--- config.mk ---
export PLATFORM = sky130hd
export DESIGN_NAME = id_regfile_stage_flat
export DESIGN_NICKNAME = d
export VERILOG_FILES = /design/src/rtl/id_pkg.sv /design/src/rtl/id_regfile_stage_if.sv /design/src/rtl/regfile_2r1w.sv /design/src/rtl/id_regfile_stage.sv /design/src/flat_wrapper.sv
export SDC_FILE = /design/constraint.sdc
export NUM_CORES = 2
export LEC_CHECK = 0
export BUFFER_PORTS_ARGS = -buffer_cell sky130_fd_sc_hd__buf_2
export CAP_MARGIN = 20
export CORE_MARGIN = 3
export CORE_UTILIZATION = 57
export DETAILED_ROUTE_END_ITERATION = 6
export GPL_ROUTABILITY_DRIVEN = 0
export PLACE_DENSITY_LB_ADDON = 0.3
export SYNTH_ARGS = -nofsm -noshare
export SYNTH_HDL_FRONTEND = slang
export SYNTH_SLANG_ARGS = --single-unit
export TNS_END_PERCENT = 20
--- constraint.sdc ---
create_clock -name clk -period 2.1 [get_ports clk]
set_input_delay 0.105 -clock clk [delete_from_list [all_inputs] [get_ports clk]]
set_output_delay 0.105 -clock clk [all_outputs]
set_load 0.02 [all_outputs]
--- src/rtl/id_pkg.sv ---
// Instruction field layout, logical-immediate opcodes and the decoded
// instruction record shared by the decode stage and its interface users.
package id_pkg;

    localparam int OPCODE_HI = 31;
    localparam int OPCODE_LO = 26;
    localparam int RS_HI     = 25;
    localparam int RS_LO     = 21;
    localparam int RT_HI     = 20;
    localparam int RT_LO     = 16;
    localparam int RD_HI     = 15;
    localparam int RD_LO     = 11;
    localparam int SHAMT_HI  = 10;
    localparam int SHAMT_LO  = 6;
    localparam int FUNCT_HI  = 5;
    localparam int FUNCT_LO  = 0;
    localparam int OFFSET_HI = 15;
    localparam int OFFSET_LO = 0;

    localparam logic [5:0] OP_ANDI = 6'h0C;
    localparam logic [5:0] OP_ORI  = 6'h0D;
    localparam logic [5:0] OP_XORI = 6'h0E;

    typedef struct packed {
        logic [5:0]  opcode;
        logic [4:0]  rs;
        logic [4:0]  rt;
        logic [4:0]  rd;
        logic [4:0]  shamt;
        logic [5:0]  funct;
        logic [15:0] imm;
    } decoded_t;

    function automatic decoded_t decode(input logic [31:0] ir);
        decoded_t d;
        d.opcode = ir[OPCODE_HI:OPCODE_LO];
        d.rs     = ir[RS_HI:RS_LO];
        d.rt     = ir[RT_HI:RT_LO];
        d.rd     = ir[RD_HI:RD_LO];
        d.shamt  = ir[SHAMT_HI:SHAMT_LO];
        d.funct  = ir[FUNCT_HI:FUNCT_LO];
        d.imm    = ir[OFFSET_HI:OFFSET_LO];
        return d;
    endfunction

    // Logical immediates are zero-extended; everything else sign-extends.
    function automatic logic is_logical_imm(input logic [5:0] op);
        return (op == OP_ANDI) || (op == OP_ORI) || (op == OP_XORI);
    endfunction

endpackage

--- src/rtl/id_regfile_stage_if.sv ---
// Bundle of the decode stage's fetch, write-back and EX-side signals.
// master drives the stage inputs; slave is the stage itself.
interface id_regfile_stage_if #(
    parameter int WIDTH = 32,
    parameter int AW    = 5
);
    logic             in_valid;
    logic             in_ready;
    logic [31:0]      ir;
    logic             wb_en;
    logic [AW-1:0]    wb_reg;
    logic [WIDTH-1:0] wb_data;
    logic             flush;
    logic             out_valid;
    logic             out_ready;
    logic [WIDTH-1:0] read_data1;
    logic [WIDTH-1:0] read_data2;
    logic [WIDTH-1:0] offset;
    logic [AW-1:0]    rs;
    logic [AW-1:0]    rt;
    logic [AW-1:0]    rd;
    logic [5:0]       opcode;
    logic [4:0]       shamt;
    logic [5:0]       funct;

    modport master (
        output in_valid, ir, wb_en, wb_reg, wb_data, flush, out_ready,
        input  in_ready, out_valid, read_data1, read_data2, offset,
               rs, rt, rd, opcode, shamt, funct
    );

    modport slave (
        input  in_valid, ir, wb_en, wb_reg, wb_data, flush, out_ready,
        output in_ready, out_valid, read_data1, read_data2, offset,
               rs, rt, rd, opcode, shamt, funct
    );
endinterface

--- src/rtl/regfile_2r1w.sv ---
// Register file with two asynchronous read ports, one synchronous write
// port, optional hard-wired zero register and optional write-to-read bypass.
module regfile_2r1w #(
    parameter int  WIDTH    = 32,
    parameter int  NREGS    = 32,
    parameter int  ZERO_REG = 1,
    parameter int  BYPASS   = 1,
    localparam int AW       = $clog2(NREGS)
) (
    input  logic             clk,
    input  logic             rst,
    input  logic             we_i,
    input  logic [AW-1:0]    wa_i,
    input  logic [WIDTH-1:0] wd_i,
    input  logic [AW-1:0]    ra1_i,
    input  logic [AW-1:0]    ra2_i,
    output logic [WIDTH-1:0] rd1_o,
    output logic [WIDTH-1:0] rd2_o
);

    logic [WIDTH-1:0] mem_q [NREGS];
    logic             write_ok_s;

    function automatic logic [WIDTH-1:0] resolve(
        input logic [AW-1:0]    addr,
        input logic [WIDTH-1:0] stored,
        input logic             we,
        input logic [AW-1:0]    wa,
        input logic [WIDTH-1:0] wd
    );
        logic [WIDTH-1:0] r;
        if ((ZERO_REG != 0) && (addr == '0)) begin
            r = '0;
        end else if ((BYPASS != 0) && we && (wa == addr)) begin
            r = wd;
        end else begin
            r = stored;
        end
        return r;
    endfunction

    // Qualify the write so register 0 stays zero when it is hard-wired.
    always_comb begin
        write_ok_s = we_i;
        if ((ZERO_REG != 0) && (wa_i == '0)) begin
            write_ok_s = 1'b0;
        end else begin
            write_ok_s = we_i;
        end
    end

    // Storage array: cleared on reset, written on the edge otherwise.
    always_ff @(posedge clk) begin
        if (rst) begin
            for (int i = 0; i < NREGS; i++) begin
                mem_q[i] <= '0;
            end
        end else if (write_ok_s) begin
            mem_q[wa_i] <= wd_i;
        end
    end

    // Read ports with zero-register and bypass resolution.
    always_comb begin
        rd1_o = resolve(ra1_i, mem_q[ra1_i], we_i, wa_i, wd_i);
        rd2_o = resolve(ra2_i, mem_q[ra2_i], we_i, wa_i, wd_i);
    end

endmodule

--- src/rtl/id_regfile_stage.sv ---
// Clocked decode stage: decodes the instruction, reads operands, and holds
// the result in a valid/ready output register feeding EX.
module id_regfile_stage
    import id_pkg::*;
#(
    parameter int WIDTH    = 32,
    parameter int NREGS    = 32,
    parameter int ZERO_REG = 1,
    parameter int BYPASS   = 1
) (
    input  logic               clk,
    input  logic               rst,
    id_regfile_stage_if.slave  bus
);

    localparam int AW = $clog2(NREGS);

    decoded_t         dec_s;
    logic             fire_s;
    logic             hold_s;
    logic             wb_eff_s;
    logic [WIDTH-1:0] rf_rd1_s;
    logic [WIDTH-1:0] rf_rd2_s;
    logic [WIDTH-1:0] offset_ext_s;

    logic             valid_q,  valid_d;
    logic [WIDTH-1:0] rd1_q,    rd1_d;
    logic [WIDTH-1:0] rd2_q,    rd2_d;
    logic [WIDTH-1:0] offset_q, offset_d;
    logic [AW-1:0]    rs_q,     rs_d;
    logic [AW-1:0]    rt_q,     rt_d;
    logic [AW-1:0]    rd_q,     rd_d;
    logic [5:0]       opcode_q, opcode_d;
    logic [4:0]       shamt_q,  shamt_d;
    logic [5:0]       funct_q,  funct_d;

    regfile_2r1w #(
        .WIDTH    (WIDTH),
        .NREGS    (NREGS),
        .ZERO_REG (ZERO_REG),
        .BYPASS   (BYPASS)
    ) u_rf (
        .clk   (clk),
        .rst   (rst),
        .we_i  (bus.wb_en),
        .wa_i  (bus.wb_reg),
        .wd_i  (bus.wb_data),
        .ra1_i (dec_s.rs[AW-1:0]),
        .ra2_i (dec_s.rt[AW-1:0]),
        .rd1_o (rf_rd1_s),
        .rd2_o (rf_rd2_s)
    );

    // Field split, immediate extension and handshake qualifiers.
    always_comb begin
        dec_s  = decode(bus.ir);
        fire_s = bus.in_valid && (!valid_q || bus.out_ready);
        hold_s = valid_q && !bus.out_ready;
        if (is_logical_imm(dec_s.opcode)) begin
            offset_ext_s = {{(WIDTH-16){1'b0}}, dec_s.imm};
        end else begin
            offset_ext_s = {{(WIDTH-16){dec_s.imm[15]}}, dec_s.imm};
        end
        if ((ZERO_REG != 0) && (bus.wb_reg == '0)) begin
            wb_eff_s = 1'b0;
        end else begin
            wb_eff_s = bus.wb_en;
        end
    end

    // Output register next state: capture wins over flush, and a stalled
    // instruction picks up write-backs to its source registers.
    always_comb begin
        valid_d  = valid_q;
        rd1_d    = rd1_q;
        rd2_d    = rd2_q;
        offset_d = offset_q;
        rs_d     = rs_q;
        rt_d     = rt_q;
        rd_d     = rd_q;
        opcode_d = opcode_q;
        shamt_d  = shamt_q;
        funct_d  = funct_q;
        if (fire_s) begin
            valid_d  = 1'b1;
            rd1_d    = rf_rd1_s;
            rd2_d    = rf_rd2_s;
            offset_d = offset_ext_s;
            rs_d     = dec_s.rs[AW-1:0];
            rt_d     = dec_s.rt[AW-1:0];
            rd_d     = dec_s.rd[AW-1:0];
            opcode_d = dec_s.opcode;
            shamt_d  = dec_s.shamt;
            funct_d  = dec_s.funct;
        end else begin
            if (bus.flush || (valid_q && bus.out_ready)) begin
                valid_d = 1'b0;
            end else begin
                valid_d = valid_q;
            end
            if (hold_s && wb_eff_s && (bus.wb_reg == rs_q)) begin
                rd1_d = bus.wb_data;
            end else begin
                rd1_d = rd1_q;
            end
            if (hold_s && wb_eff_s && (bus.wb_reg == rt_q)) begin
                rd2_d = bus.wb_data;
            end else begin
                rd2_d = rd2_q;
            end
        end
    end

    // Output register state.
    always_ff @(posedge clk) begin
        if (rst) begin
            valid_q  <= 1'b0;
            rd1_q    <= '0;
            rd2_q    <= '0;
            offset_q <= '0;
            rs_q     <= '0;
            rt_q     <= '0;
            rd_q     <= '0;
            opcode_q <= 6'd0;
            shamt_q  <= 5'd0;
            funct_q  <= 6'd0;
        end else begin
            valid_q  <= valid_d;
            rd1_q    <= rd1_d;
            rd2_q    <= rd2_d;
            offset_q <= offset_d;
            rs_q     <= rs_d;
            rt_q     <= rt_d;
            rd_q     <= rd_d;
            opcode_q <= opcode_d;
            shamt_q  <= shamt_d;
            funct_q  <= funct_d;
        end
    end

    assign bus.in_ready   = !valid_q || bus.out_ready;
    assign bus.out_valid  = valid_q;
    assign bus.read_data1 = rd1_q;
    assign bus.read_data2 = rd2_q;
    assign bus.offset     = offset_q;
    assign bus.rs         = rs_q;
    assign bus.rt         = rt_q;
    assign bus.rd         = rd_q;
    assign bus.opcode     = opcode_q;
    assign bus.shamt      = shamt_q;
    assign bus.funct      = funct_q;

endmodule
--- src/flat_wrapper.sv ---
// flat-port wrapper written by rule: the top's interface ports become plain ports
module id_regfile_stage_flat import id_pkg::*;
#(
    parameter int WIDTH    = 32,
    parameter int NREGS    = 32,
    parameter int ZERO_REG = 1,
    parameter int BYPASS   = 1
)
  (clk, rst, bus_in_valid, bus_ir, bus_wb_en, bus_wb_reg, bus_wb_data, bus_flush, bus_out_ready, bus_in_ready, bus_out_valid, bus_read_data1, bus_read_data2, bus_offset, bus_rs, bus_rt, bus_rd, bus_opcode, bus_shamt, bus_funct);
  id_regfile_stage_if #(.WIDTH(WIDTH)) bus_i ();
  input  logic clk;
  input  logic rst;
  input wire logic [$bits(bus_i.in_valid)-1:0] bus_in_valid;
  input wire logic [$bits(bus_i.ir)-1:0] bus_ir;
  input wire logic [$bits(bus_i.wb_en)-1:0] bus_wb_en;
  input wire logic [$bits(bus_i.wb_reg)-1:0] bus_wb_reg;
  input wire logic [$bits(bus_i.wb_data)-1:0] bus_wb_data;
  input wire logic [$bits(bus_i.flush)-1:0] bus_flush;
  input wire logic [$bits(bus_i.out_ready)-1:0] bus_out_ready;
  output wire logic [$bits(bus_i.in_ready)-1:0] bus_in_ready;
  output wire logic [$bits(bus_i.out_valid)-1:0] bus_out_valid;
  output wire logic [$bits(bus_i.read_data1)-1:0] bus_read_data1;
  output wire logic [$bits(bus_i.read_data2)-1:0] bus_read_data2;
  output wire logic [$bits(bus_i.offset)-1:0] bus_offset;
  output wire logic [$bits(bus_i.rs)-1:0] bus_rs;
  output wire logic [$bits(bus_i.rt)-1:0] bus_rt;
  output wire logic [$bits(bus_i.rd)-1:0] bus_rd;
  output wire logic [$bits(bus_i.opcode)-1:0] bus_opcode;
  output wire logic [$bits(bus_i.shamt)-1:0] bus_shamt;
  output wire logic [$bits(bus_i.funct)-1:0] bus_funct;
  assign bus_i.in_valid = bus_in_valid;
  assign bus_i.ir = bus_ir;
  assign bus_i.wb_en = bus_wb_en;
  assign bus_i.wb_reg = bus_wb_reg;
  assign bus_i.wb_data = bus_wb_data;
  assign bus_i.flush = bus_flush;
  assign bus_i.out_ready = bus_out_ready;
  assign bus_in_ready = bus_i.in_ready;
  assign bus_out_valid = bus_i.out_valid;
  assign bus_read_data1 = bus_i.read_data1;
  assign bus_read_data2 = bus_i.read_data2;
  assign bus_offset = bus_i.offset;
  assign bus_rs = bus_i.rs;
  assign bus_rt = bus_i.rt;
  assign bus_rd = bus_i.rd;
  assign bus_opcode = bus_i.opcode;
  assign bus_shamt = bus_i.shamt;
  assign bus_funct = bus_i.funct;
  id_regfile_stage #(.WIDTH(WIDTH), .NREGS(NREGS), .ZERO_REG(ZERO_REG), .BYPASS(BYPASS)) u_core (.clk(clk), .rst(rst), .bus(bus_i));
endmodule
==> flow_summary.ini <==
[run_status]
run_status = complete, but fails checks
violations = DRC

[setup_path]
worstPathRequired_ps = 2770
critical-path-slowest-cell = dlygate4sd3_1
r2r_cells = 8
cp-end-kind = flop
max_stage_delay_ps = 590
crit_chain = nor2b_4, inv_2, buf_4, nand2_4, buf_12, nand2_1, a21oi_1, dlygate4sd3_1
criticalPathCategory = flop to flop
startpoint_type = flop
crit_arrival_ps = 2750
crit_fanout = 20
r2r_slack_ps = 20

[cts]
clockBufferDepth = 3
numCtsBuffers = 117
insertion_delay_ps = 730
cts_tree = done
cts_sinks = 1122
clkSlewWorstSetupHoldPaths_ps = 60
cts_max_level = 3
root_buffer = clkbuf_16

[floorplanning]
die_w_um = 330
die_h_um = 330
die_area_um2 = 109000
coreArea_um2 = 104000
num_rows = 118
ios = 205
start_util = 0.577

[route]
first_pass_iters = 7
wl_um = 211000
drt_first_iter_violations = 6947
drc_errors = 6
num_vias = 45300
ant_nets = 0
wl_per_cell_um = 32.3
vias_per_cell = 6.93

[place]
place_inst = 6226
place_area_um2 = 66800
dp_hpwl_um = 135000
io_buffers = 204

[global_routing]
grt_max_degree = 117
overflow = 0
antenna_found_initial = 16
gr-usage-all-layers = 0.382
grt_pass1_vias = 45300
grt_pass1_wl_um = 300000

[logic_synthesis]
syn-cell-area_um2 = 60000
synth_async_sr_flop_share = 0
synth_area_per_cell_um2 = 13.1
ys_seq_area_frac = 0.546
ys.flop_type = edfxtp_1
yosysTopAreaCellShare = 0.513
ys_types = 42
ys_ff_latch = 1122
ys_top_cells_by_count = 1,024 x edfxtp_1, 993 x and2_1, 512 x mux2i_1, 361 x clkbuf_1, 260 x a221oi_1
synth_area_leaders = edfxtp_1 51%, and2_1 10%, mux4_2 9.6%
synth_most_common_cell = edfxtp_1
synth_cells = 4580
synth_area_leader_cell = edfxtp_1
synth-edff-count = 1024
yosysWarnings = 0

[sta]
clock.fmax_ghz = 0.481
setup_viol = 0
finalHoldViolCount = 0
max_slew_margin = 0.473
finalCritPeriodShare = 0.989
layout_min_cycle_time_ps = 2080
worst_pin_slew_ps = 791
fin_skew_ps = 20.8
rsz0062_at_grt = yes
drv_slew = 0

[pwr]
max-vdd-ir-drop_uv = 975
powerDensity_nw_per_um2 = 782
p_leak_uw = 0.0270

[final_layout]
fin_area_um2 = 71700
final_nets = 5120
final_cells = 6539
layout-drive-gt1-share = 0.263
area_growth_pct = 19.6

[flow_run]
maxCapViolCount = 0

[worst_hold_path]
hold_path.class = input pin to flop
holdPathStages = 3
[path summary, 6_finish.rpt]
| kind | start | endpoint |
|---|---|---|
| setup / recovery | u_core.bus.out_valid$_SDFFE_PP0P_ | u_core.bus.rd[3]$_SDFFE_PP0P_ |
| setup reg to reg | u_core.bus.out_valid$_SDFFE_PP0P_ | u_core.bus.rd[3]$_SDFFE_PP0P_ |
| hold / removal | bus_wb_data[24] | u_core.bus.read_data1[24]$_SDFFE_PP0P_ |
| hold reg to reg | u_core.bus.opcode[0]$_SDFFE_PP0P_ | u_core.bus.opcode[0]$_SDFFE_PP0P_ |
[stage by stage]
step / setup TNS, ps / worst slack (ps) / utilization / power [µW] / hold WS, ps
CTS: 0 / 53.3 / 0.688 / 55700 / 0.141
global placement: -29890 / -506 / 0.643 / 34300 / 346
finish: 0 / 22.9 / 0.690 / 56000 / 38.6
floorplan: -1970 / -57.9 / - / 31000 / 241
detailed placement: -34320 / -613 / 0.643 / 34600 / 351
global route: -95.0 / -40.9 / 0.690 / 57300 / 40.1
[what timing repair did]
item,in CTS,in global routing
pin swaps,0,11
endpoints found under the setup margin,64,58
buffers inserted,12,3
gates cloned,2,2
resized for setup,5,20
hold buffers,59,0
endpoints found under the hold margin,180,0
[power breakdown]
| group | total (µW) | switching [µW] | internal [µW] |
|---|---|---|---|
| clock | 21300 | 9070 | 12300 |
| sequential | 26400 | 750 | 25600 |
| combinational | 8340 | 4860 | 3480 |
| total | 56000 | 14700 | 41400 |
[critical path: cells and delay by family, from the launching register on]
family	cells	cell delay, ps
simple gates	3	460
compound gates	1	220
buf+inv	4	990
flops	1	330
[metal layers]
layer | vias to the layer above | part of all wire | global-route usage
li1 | 18400 | - | -
met2 | 3674 | 0.45 | 0.601
met4 | 10 | 0.073 | 0.231
met5 | - | 0.00045 | 0.00399
met3 | 950 | 0.14 | 0.126
met1 | 22300 | 0.33 | 0.460
[registers in the layout (all words and copies together) (netlist names)]
name and count:
u_core.bus.offset 4, u_core.u_rf.mem_q 1024, u_core.bus.shamt 4, u_core.bus.rd 4, u_core.bus.out_valid 1, u_core.bus.read_data2 32
u_core.bus.read_data1 32, u_core.bus.funct 5, u_core.bus.rt 5, u_core.bus.opcode 6, u_core.bus.rs 5
[logic make-up (layout without fill, tap and decap cells)]
group | Yosys count | in the layout | share of synthesized area
mux | 768 | 768 | 0.182
simple gates | 1350 | 1350 | 0.129
flops | 1122 | 1122 | 0.546
buf+inv | 512 | 1047 | 0.0384
compound gates | 807 | 809 | 0.103
xor+xnor | 20 | 20 | 0.00292
other cells | 1 | 43 | 0.0000625
[layout by cell type, fill, tap and decap left out, types with 11 or more instances in the layout]
cell / instances
nand2_1: 131
diode_2: 11
mux2i_1: 512
edfxtp_1: 1024
clkbuf_16: 120
nor2_4: 31
xor2_1: 13
clkinv_1: 17
clkbuf_1: 25
dfxtp_1: 97
o21ai_1: 59
mux4_2: 256
o211ai_1: 64
a221oi_2: 62
and2_1: 992
nor2_1: 131
a21oi_1: 97
buf_12: 156
a221oi_1: 258
o21ai_0: 132
dlygate4sd3_1: 59
or2_2: 33
a22oi_1: 128
clkbuf_8: 12
bufinv_16: 12
conb_1: 32
buf_4: 399
buf_2: 193
clkinv_2: 24
[layout make-up]
type	instances	area, µm²
Antenna cell	11	27.5
Clock buffer	156	3220
Clock inverter	66	702
Fill cell	7024	32200
Inverter	3	13.8
Multi-Input combinational cell	2979	25400
Sequential cell	1122	32700
Tap cell	1380	1730
Timing Repair Buffer	822	7880
(Power assumes the default switching activity.)
